File: src/rtl/uart_transmitter_if.sv
// Byte handshake between the UART address decoder (producer) and the transmitter.
// The producer drives DataIn/DataInValid; the transmitter answers with DataInReady.
interface uart_transmitter_if;
    logic [7:0] DataIn;
    logic       DataInValid;
    logic       DataInReady;

    modport master (
        output DataIn,
        output DataInValid,
        input  DataInReady
    );

    modport slave (
        input  DataIn,
        input  DataInValid,
        output DataInReady
    );
endinterface

File: src/rtl/uart_transmitter.sv
// 8N1 serial transmit engine: takes one byte per ready/valid handshake and
// shifts it out LSB first on SOut, framed by a start bit and a stop bit.
module uart_transmitter #(
    parameter int ClockFreq = 50_000_000,
    parameter int BaudRate  = 115_200
) (
    input  logic                Clock,
    input  logic                Reset,
    uart_transmitter_if.slave   bus,
    output logic                SOut
);
    localparam int SymbolEdgeTime = ClockFreq / BaudRate;
    localparam int SymCntWidth    = (SymbolEdgeTime > 1) ? $clog2(SymbolEdgeTime) : 1;
    localparam logic [SymCntWidth-1:0] SymLast = SymCntWidth'(SymbolEdgeTime - 1);

    generate
        if (SymbolEdgeTime < 2) begin : g_bad_baud
            $error("uart_transmitter: ClockFreq/BaudRate must be at least 2");
        end
    endgenerate

    typedef enum logic {
        IDLE,
        SEND
    } state_t;

    state_t                 state_reg,   state_next;
    logic [9:0]             shift_reg,   shift_next;
    logic [SymCntWidth-1:0] sym_cnt_reg, sym_cnt_next;
    logic [3:0]             bit_cnt_reg, bit_cnt_next;
    logic                   sym_done;

    always_ff @(posedge Clock) begin
        if (Reset) begin
            state_reg   <= IDLE;
            shift_reg   <= '1;
            sym_cnt_reg <= '0;
            bit_cnt_reg <= '0;
        end else begin
            state_reg   <= state_next;
            shift_reg   <= shift_next;
            sym_cnt_reg <= sym_cnt_next;
            bit_cnt_reg <= bit_cnt_next;
        end
    end

    always_comb begin
        state_next      = state_reg;
        shift_next      = shift_reg;
        sym_cnt_next    = sym_cnt_reg;
        bit_cnt_next    = bit_cnt_reg;
        bus.DataInReady = 1'b0;
        SOut            = 1'b1;
        sym_done        = (sym_cnt_reg == SymLast);

        case (state_reg)
            IDLE: begin
                bus.DataInReady = 1'b1;
                if (bus.DataInValid) begin
                    // Frame is {stop, data, start}; bit 0 goes on the line first.
                    shift_next   = {1'b1, bus.DataIn, 1'b0};
                    sym_cnt_next = '0;
                    bit_cnt_next = '0;
                    state_next   = SEND;
                end
            end
            SEND: begin
                SOut = shift_reg[0];
                if (sym_done) begin
                    sym_cnt_next = '0;
                    shift_next   = {1'b1, shift_reg[9:1]};
                    bit_cnt_next = bit_cnt_reg + 4'd1;
                    if (bit_cnt_reg == 4'd9) begin
                        state_next = IDLE;
                    end
                end else begin
                    sym_cnt_next = sym_cnt_reg + 1'b1;
                end
            end
            default: begin
                state_next = IDLE;
            end
        endcase
    end
endmodule

File: src/flat_wrapper.sv
// flat-port wrapper written by rule: the top's interface ports become plain ports
module uart_transmitter_flat 
#(
    parameter int ClockFreq = 50_000_000,
    parameter int BaudRate  = 115_200
)
  (Clock, Reset, SOut, bus_DataIn, bus_DataInValid, bus_DataInReady);
  uart_transmitter_if bus_i ();
  input  logic Clock;
  input  logic Reset;
  output logic SOut;
  input wire logic [$bits(bus_i.DataIn)-1:0] bus_DataIn;
  input wire logic [$bits(bus_i.DataInValid)-1:0] bus_DataInValid;
  output wire logic [$bits(bus_i.DataInReady)-1:0] bus_DataInReady;
  assign bus_i.DataIn = bus_DataIn;
  assign bus_i.DataInValid = bus_DataInValid;
  assign bus_DataInReady = bus_i.DataInReady;
  uart_transmitter #(.ClockFreq(ClockFreq), .BaudRate(BaudRate)) u_core (.Clock(Clock), .Reset(Reset), .bus(bus_i), .SOut(SOut));
endmodule
File: config.mk
export PLATFORM = sky130hd
export DESIGN_NAME = uart_transmitter_flat
export DESIGN_NICKNAME = d
export VERILOG_FILES = /design/src/rtl/uart_transmitter_if.sv /design/src/rtl/uart_transmitter.sv /design/src/flat_wrapper.sv
export SDC_FILE = /design/constraint.sdc
export NUM_CORES = 1
export LEC_CHECK = 0
export BUFFER_PORTS_ARGS = -buffer_cell sky130_fd_sc_hd__buf_2
export CELL_PAD_IN_SITES_DETAIL_PLACEMENT = 1
export CELL_PAD_IN_SITES_GLOBAL_PLACEMENT = 1
export CORE_ASPECT_RATIO = 1.1
export CORE_MARGIN = 3
export CORE_UTILIZATION = 39
export CTS_CLUSTER_SIZE = 40
export DETAILED_ROUTE_END_ITERATION = 10
export PLACE_DENSITY = 0.82
export SLEW_MARGIN = 20
export SYNTH_ARGS = -nofsm -noshare
export SYNTH_HDL_FRONTEND = slang
export SYNTH_SLANG_ARGS = --single-unit
File: constraint.sdc
create_clock -name Clock -period 1.5 [get_ports Clock]
set_clock_uncertainty 0.1 [all_clocks]
set_input_delay 0.075 -clock Clock [delete_from_list [all_inputs] [get_ports Clock]]
set_output_delay 0.075 -clock Clock [all_outputs]
set_load 0.02 [all_outputs]
== After elaboration in Yosys (flattened, before gate mapping) ==
Index checks and enable logic that the tools add are counted.

* $add $sub $neg: 2
* Multipliers: 0
* Divide/modulo/power cells: 0
* Order comparisons: 0
* Equality and inequality tests: 4
* Shift-type cells: 0
* Multiplexer cells: 15
* Bitwise gates (word level): 1
* Reductions and logical operators: 1

{| class="wikitable"
|+ Operator list
! operator !! number
|-
| two-way mux 10 bit || 2
|-
| case mux 10 bit (2 select lines) || 1
|-
| two-way mux 9 bit || 2
|-
| case mux 9 bit (2 select lines) || 1
|-
| adder 9 x 1 -> 9 bit, second input constant || 1
|-
| equality test 9 bit, second input constant || 1
|-
| two-way mux 4 bit || 2
|-
| case mux 4 bit (2 select lines) || 1
|-
| two-way mux 1 bit || 5
|-
| adder 4 x 1 -> 4 bit, second input constant || 1
|-
| equality test 4 bit, second input constant || 1
|-
| != test 2 bit, second input constant || 2
|-
| case mux 1 bit (2 select lines) || 1
|-
| AND reduction 2 bit || 1
|-
| NOT 1 bit || 1
|}

* Flip-flop bits (word level): 24
* Latch bits: 0
* Bits in writable memories: 0
* Memory bits (read-only): 0
* Input bits: 11
* Output and inout bits: 2
* Logic and storage cells: 27
* Memories: 0

== Logic depth before layout (Yosys ltp) ==
Gate-level depths: netlist of run 1.

* Depth after elaboration: 4
* Mapped depth: 8
* Gate-level depth less buffers: 6

== Worst setup path before layout of run 1 ==
OpenSTA, ideal clock, no wires.

* Kind: reg2reg
* From: register u_core.sym_cnt_reg[1]
* To: register u_core.shift_reg[2]
* Setup time: 0.127 ns
* Arrival time: 1.400 ns
* Required time: 1.273 ns
* Path slack: -0.127 ns
* Stages on the path, launching flop included: 9
* Path buffers: 2
* Period minus slack after synthesis: 1.627 ns
* Path through: dfxtp_1 -> inv_1 -> ha_1 -> and4b_1 -> a31o_1 -> buf_6 -> buf_8 -> nor3_2 -> a31oi_2

* Word-level cells in the longest chain between the ends: 3

{| class="wikitable"
|+ Ends and longest elaborated chain
! what !! RTL line !! text
|-
| start: declaration || uart_transmitter.sv:29 || <nowiki>logic [SymCntWidth-1:0] sym_cnt_reg, sym_cnt_next;</nowiki>
|-
| start signal: assignment || uart_transmitter.sv:42 || <nowiki>sym_cnt_reg <= sym_cnt_next;</nowiki>
|-
| equality test 9 bit || uart_transmitter.sv:54 || <nowiki>sym_done = (sym_cnt_reg == SymLast);</nowiki>
|-
| != test 2 bit (no line) || - ||
|-
| AND reduction 2 bit (no line) || - ||
|-
| end signal: assignment || uart_transmitter.sv:41 || <nowiki>shift_reg <= shift_next;</nowiki>
|-
| end: declaration || uart_transmitter.sv:28 || <nowiki>logic [9:0] shift_reg, shift_next;</nowiki>
|}

Every way passes these cells.
A chain may end at the register's enable or synchronous reset.

== Worst setup path after layout of run 1 ==
* From: register u_core.sym_cnt_reg[1]
* To: register u_core.bit_cnt_reg[1]

* Word-level cells in the longest chain between the ends: 3

{| class="wikitable"
|+ Ends and longest elaborated chain
! what !! RTL line !! text
|-
| equality test 9 bit || uart_transmitter.sv:54 ||
|-
| != test 2 bit (no line) || - ||
|-
| AND reduction 2 bit (no line) || - ||
|-
| end signal: assignment || uart_transmitter.sv:43 || <nowiki>bit_cnt_reg <= bit_cnt_next;</nowiki>
|-
| end: declaration || uart_transmitter.sv:30 || <nowiki>logic [3:0] bit_cnt_reg, bit_cnt_next;</nowiki>
|}

Every way passes these cells.

==> reports/metrics.csv, run 1 <==
stage;metric;value;unit
status;outcome;finished, violations left;
status;violations;negative hold slack, negative setup slack;
logic_synthesis;async_reset_ff_frac;0;
die;ios;13;
pwr;peakVddDrop;0.000697;V
die;die_y;63.7;um
timing;finalSetupViolCount;22;
grt;first_global_vias;1262;
placement;hpwl;2430;um
clocking;insertion_delay;0.31;ns
grt;grt_pass1_wl;6020;um
critical_path;critPathMaxFanout;4;
pwr;power_density;679;mW/mm^2
die;fp.dieW;58.4;um
routing;dr.pass1.iters;4;
logic_synthesis;ys.flop_type;dfxtp_1;
critical_path;r2r_slack;-0.10;ns
logic_synthesis;synth_edf_count;0;
grt;grt_usage;0.206;
cells_and_area;utilization;0.603;
timing;hold_viol;1;
cells_and_area;n_antenna_cell;0;
logic_synthesis;yosysMostFrequentCell;dfxtp_1;
timing;worst_slack;-0.104;ns
logic_synthesis;synth_commonest_cells;23 x dfxtp_1, 10 x a31oi_1, 10 x nor2_1;
critical_path;worstSetupEndpointType;register;
clocking;cts_buffers;3;
routing;drtIter0Drc;49;
routing;ant_nets;0;
clocking;clock_path_buffers;2;
critical_path;critPathLaunchType;register;
critical_path;worstPathRequired;1.63;ns
logic_synthesis;ys_seq_area_frac;0.390;
clocking;h-tree-depth;1;
routing;vias;1158;
cells_and_area;nFillCells;314;
timing;rsz0062_at_grt;true;
clocking;cts_root_buffer;clkbuf_4;
clocking;cts_num_sinks;23;
die;dieArea;0.00372;mm^2
routing;post-route-drc-count;0;
critical_path;criticalPathCategory;register to register;
logic_synthesis;syn_area;0.00118;mm^2
logic_synthesis;synthesis.nets;146;
logic_synthesis;yosysWarningCount;0;
worst_hold_path;hold_path.class;primary input to register;
placement;io_buffers;12;
die;row_count;20;
critical_path;crit_arrival;1.73;ns
logic_synthesis;yosysUniqueCellTypes;39;
placement;place_congestion;0.819;
timing;whs;-0.000662;ns
job;drv_cap;0;
routing;wire_per_inst;18.3;um
logic_synthesis;synth_area_per_cell;9.01;um^2
cells_and_area;fin_nets;188;
die;initial_utilization;0.417;
timing;fin_crit;1.60;ns
timing;relSlewSlack;0.722;
timing;fmax;0.623;GHz
logic_synthesis;synth.area.top_cells;dfxtp_1 39%, mux2i_1 7.6%, a31oi_1 5.3%;
grt;globalRouteOverflowTotal;0;
cells_and_area;drive_gt1_frac;0.442;
timing;drv_slew;0;
clocking;path_clk_slew;0.14;ns
logic_synthesis;post-synth-top-area-cell;dfxtp_1;
grt;grt_antenna_before_repair;0;
grt;grt_max_degree;16;
routing;routed_wl;3750;um
timing;tightest_slew;0.417;ns
logic_synthesis;synth.top_cell.area_share;0.390;
logic_synthesis;syn_inst;131;
logic_synthesis;ys_ff_latch;23;
routing;via_per_inst;5.65;
timing;finalCritPeriodShare;1.07;
clocking;cts_tree;built;
die;core-area;0.00283;mm^2
cells_and_area;syn2layout_area_growth;44.4;%
pwr;leakage;0.657;nW
cell usage in the layout, fill, tap and decap left out, drive strengths merged, types with 2 or more instances in the layout:
cell type	n
inv	4
clkbuf	4
nor3b	2
buf	40
a31oi	11
ha	4
dfxtp	23
dlygate4sd3	4
o21ai	3
mux2i	9
or2	2
nand3	7
nor2	10
a21oi	10
nor3	10
a21o	2
and3	3
nand2	7
worst paths after layout:
kind,startpoint,endpoint,depth (start not counted)
setup reg to reg,u_core.sym_cnt_reg[1],u_core.bit_cnt_reg[1],7
hold / removal,bus_DataIn[6],u_core.shift_reg[7],3
setup / recovery,u_core.sym_cnt_reg[1],u_core.bit_cnt_reg[1],7
hold reg to reg,u_core.shift_reg[0],u_core.shift_reg[0],1
metrics by stage:
step	instance area, um^2	TNS [ns]	instances	setup WS, ns	power [mW]
floorplan	1180	-0.227	131	-0.0845	0.755
global placement	1430	-0.514	193	-0.0657	0.814
detailed placement	1430	-1.45	193	-0.184	0.823
CTS	1590	-1.15	203	-0.0953	1.13
global route	1700	-3.37	205	-0.184	1.20
finish	1700	-1.64	205	-0.104	1.16
report_power, final:
group          internal [mW]  switching (mW)
Combinational         0.0982           0.113
Sequential             0.632          0.0180
Clock                  0.104           0.193
Total                  0.833           0.324
layout make-up:
type                    instances  area, um^2  share of cell area
multi-input cells              96         816               0.479
flip-flops and latches         23         464               0.272
repair buffers                 44         338               0.198
well taps                      33        41.3              0.0242
clock buffers                   4        26.3              0.0154
inverters                       5        18.8              0.0110
what timing repair did:
item / CTS / global route
hold buffers: 4 / 0
hold endpoints to repair: 4 / 0
cloned: 0 / 0
buffers inserted: 2 / 2
pin swaps: 7 / 8
endpoints found under the setup margin: 15 / 24
gates resized for setup: 16 / 18
kinds of logic (layout without fill, tap and decap cells):
group,count (synthesis),in the layout,share of synthesized area
and+or+nand+nor,49,49,0.229
AOI/OAI and AO/OA,34,34,0.206
DFF,23,23,0.390
buffers and inverters,12,53,0.0562
muxes,9,9,0.0764
adders and majority gates,4,4,0.0424
layer usage:
layer  wire [um]  global-route usage  vias to the layer above
met5           0                   0                        -
met4          59              0.0464                        0
met3          93              0.0266                        6
met2        2020               0.377                       25
met1        1580               0.248                      558
li1            -                   -                      569
critical path: stages (launching register included):
cell,delay [ns]
dfxtp_2,0.35
inv_2,0.05
ha_4,0.11
and4b_2,0.28
buf_6,0.12
nand4_1,0.21
buf_4,0.23
o32ai_4,0.08
No activity file was read; power rests on OpenSTA's default activity.
==> run 2: changes to the inputs <==
--- a/config.mk
+++ b/config.mk
@@ -13,7 +13,7 @@
 export CORE_UTILIZATION = 39
 export CTS_CLUSTER_SIZE = 40
 export DETAILED_ROUTE_END_ITERATION = 10
-export PLACE_DENSITY = 0.82
+export PLACE_DENSITY = 0.78
 export SLEW_MARGIN = 20
 export SYNTH_ARGS = -nofsm -noshare
 export SYNTH_HDL_FRONTEND = slang
==> constraint.sdc (replaced) <==
create_clock -name Clock -period 1.4 [get_ports Clock]
set_clock_uncertainty 0.1 [all_clocks]
set_input_delay 0.07 -clock Clock [delete_from_list [all_inputs] [get_ports Clock]]
set_output_delay 0.07 -clock Clock [all_outputs]
set_load 0.02 [all_outputs]
==> reports/metrics.csv, run 2 (synthesis results as in run 1) <==
stage;metric;value;unit;change
timing;rsz0062_at_grt;true;;unchanged
timing;hold_viol;0;;was 1
critical_path;critPathLaunchType;register;;unchanged
pwr;power_frac_comb;0.200;;was 0.182
pwr;internal-power;0.908;mW;was 0.833 mW
pwr;power;1.28;mW;was 1.16 mW
grt;grt_usage;0.230;;was 0.206
grt;grt_pass1_wl;6550;um;was 6020 um
cells_and_area;layout_common_cells;25 x buf_4, 20 x dfxtp_1, 12 x buf_2;;was 23 x buf_4, 20 x dfxtp_1, 12 x buf_2
pwr;clkPwrFrac;0.254;;was 0.257
die;row_count;20;;unchanged
placement;place_congestion;0.818;;was 0.819
pwr;swShare;0.292;;was 0.280
timing;drv_slew;0;;unchanged
die;ios;13;;unchanged
worst_hold_path;hold_path.class;primary input to register;;unchanged
pwr;power_switching;0.375;mW;was 0.324 mW
timing;relSlewSlack;0.735;;was 0.722
cells_and_area;drive_gt1_frac;0.425;;was 0.442
placement;hpwl;2510;um;was 2430 um
cells_and_area;final_cells;212;;was 205
critical_path;criticalPathCategory;register to register;;unchanged
timing;final.setup.tns;-4.78;ns;was -1.64 ns
placement;place_area;0.00147;mm^2;was 0.00143 mm^2
pwr;leakage;0.691;nW;was 0.657 nW
pwr;peakVddDrop;0.000566;V;was 0.000697 V
grt;first_global_vias;1336;;was 1,262
die;dieArea;0.00372;mm^2;unchanged
pwr;power_density;735;mW/mm^2;was 679 mW/mm^2
job;drv_cap;0;;unchanged
routing;vias;1251;;was 1,158
routing;dr.pass1.iters;4;;unchanged
timing;worst_slack;-0.266;ns;was -0.104 ns
clocking;cts_root_buffer;clkbuf_4;;unchanged
cells_and_area;fin_nets;195;;was 188
cells_and_area;syn2layout_area_growth;47.8;%;was 44.4%
grt;grt_max_degree;24;;was 16
critical_path;worstSetupEndpointType;register;;unchanged
critical_path;worstPathRequired;1.58;ns;was 1.63 ns
cells_and_area;utilization;0.617;;was 0.603
grt;grt_antenna_before_repair;0;;unchanged
clocking;clock_path_buffers;2;;unchanged
routing;ant_nets;0;;unchanged
die;core-area;0.00283;mm^2;unchanged
cells_and_area;final_common_cell;buf_4;;unchanged
critical_path;slowest_delay;0.36;ns;was 0.35 ns
die;fp.dieW;58.4;um;unchanged
routing;routed_wl;4420;um;was 3750 um
clocking;cts_num_sinks;23;;unchanged
timing;fmax;0.600;GHz;was 0.623 GHz
grt;globalRouteOverflowTotal;0;;unchanged
critical_path;slowest_stage;dfxtp_2;;unchanged
routing;post-route-drc-count;0;;unchanged
critical_path;crit_chain;inv_2 -> ha_4 -> and4b_2 -> buf_6 -> nand4_1 -> buf_4 -> a21oi_2 -> a21o_1;;was inv_2 -> ha_4 -> and4b_2 -> buf_6 -> nand4_1 -> buf_4 -> o32ai_4
cells_and_area;fin_area;0.00174;mm^2;was 0.00170 mm^2
clocking;cts_tree;built;;unchanged
status;violations;negative setup slack;;was negative hold slack, negative setup slack
routing;wire_per_inst;20.9;um;was 18.3 um
die;initial_utilization;0.417;;unchanged
critical_path;crit_arrival;1.84;ns;was 1.73 ns
timing;fin_crit;1.67;ns;was 1.60 ns
timing;finalSetupViolCount;23;;was 22
critical_path;critPathMaxFanout;4;;unchanged
routing;via_per_inst;5.90;;was 5.65
timing;finalCritPeriodShare;1.19;;was 1.07
status;outcome;finished, violations left;;unchanged
clocking;path_clk_slew;0.14;ns;about the same
die;die_y;63.7;um;unchanged
clocking;insertion_delay;0.33;ns;was 0.31 ns
cells_and_area;n_antenna_cell;0;;unchanged
routing;drtIter0Drc;36;;was 49
placement;io_buffers;12;;unchanged
clocking;cts_buffers;3;;unchanged
placement;dp_cells;197;;was 193
timing;tightest_slew;0.398;ns;was 0.417 ns
pwr;pwr-share-seq;0.545;;was 0.561
clocking;h-tree-depth;1;;unchanged
run 2: cell types whose count changed in the layout (fill, tap and decap cells not counted), sizes merged:
cell | before | now
buf | 40 | 42
clkinv | 1 | 2
dlygate4sd3 | 4 | 8
run 2: cell type report:
type | instances | area (um^2)
Clock buffer | 3 | 22.5
Multi-Input combinational cell | 96 | 774
Fill cell | 310 | 1080
Tap cell | 33 | 41.3
Timing Repair Buffer | 51 | 418
Inverter | 5 | 18.8
Clock inverter | 1 | 5.00
Sequential cell | 23 | 464
run 2: worst max-delay path, delay by kind of cell, from the launching register on:
family | cells | cell delay (ns)
AOI/OAI and AO/OA | 2 | 0.19
adders and majority gates | 1 | 0.11
buffers and inverters | 3 | 0.41
DFF | 1 | 0.36
and+or+nand+nor | 2 | 0.45
run 2: worst paths after layout:
| path | end | start | cells past startpoint | slack (ns) |
|---|---|---|---|---|
| max | u_core.bit_cnt_reg[3] | u_core.sym_cnt_reg[1] | 8 | -0.27 |
| min reg2reg | u_core.shift_reg[0] | u_core.shift_reg[0] | 1 | 0.45 |
| max reg2reg | u_core.bit_cnt_reg[3] | u_core.sym_cnt_reg[1] | 8 | -0.27 |
| min | u_core.sym_cnt_reg[4] | bus_DataInValid | 4 | 0.02 |
run 2: what timing repair did:
action                     CTS  global route
setup endpoints to repair   23            24
gates resized for setup     19             8
setup buffers                1             1
hold buffers                 8             0
hold endpoints to repair     8             0
pin swaps                    7             2
cloned                       0             1
run 2: per-layer routing:
| layer | part of all wire | up-vias | routed length [um] | track usage |
|---|---|---|---|---|
| li1 | - | 578 | - | - |
| met1 | 0.41 | 617 | 1800 | 0.259 |
| met2 | 0.52 | 45 | 2290 | 0.422 |
| met3 | 0.045 | 11 | 199 | 0.0225 |
| met4 | 0.031 | 0 | 136 | 0.0986 |
| met5 | 0 | - | 0 | 0 |
run 2: power groups by stage:
stage,Combinational [mW],Sequential [mW],Clock [mW]
floorplan,0.109,0.701,0
global placement,0.175,0.703,0
detailed placement,0.185,0.705,0
CTS,0.222,0.694,0.338
global route,0.274,0.701,0.358
finish,0.257,0.700,0.326
run 2: per-stage QoR:
stage                     setup WS (ns)  hold slack (ns)
after detailed placement         -0.260            0.241
after global routing             -0.365           0.0487
after CTS                        -0.226          0.00706
after global placement           -0.131            0.238
after floorplan                  -0.185            0.142
final                            -0.266           0.0202
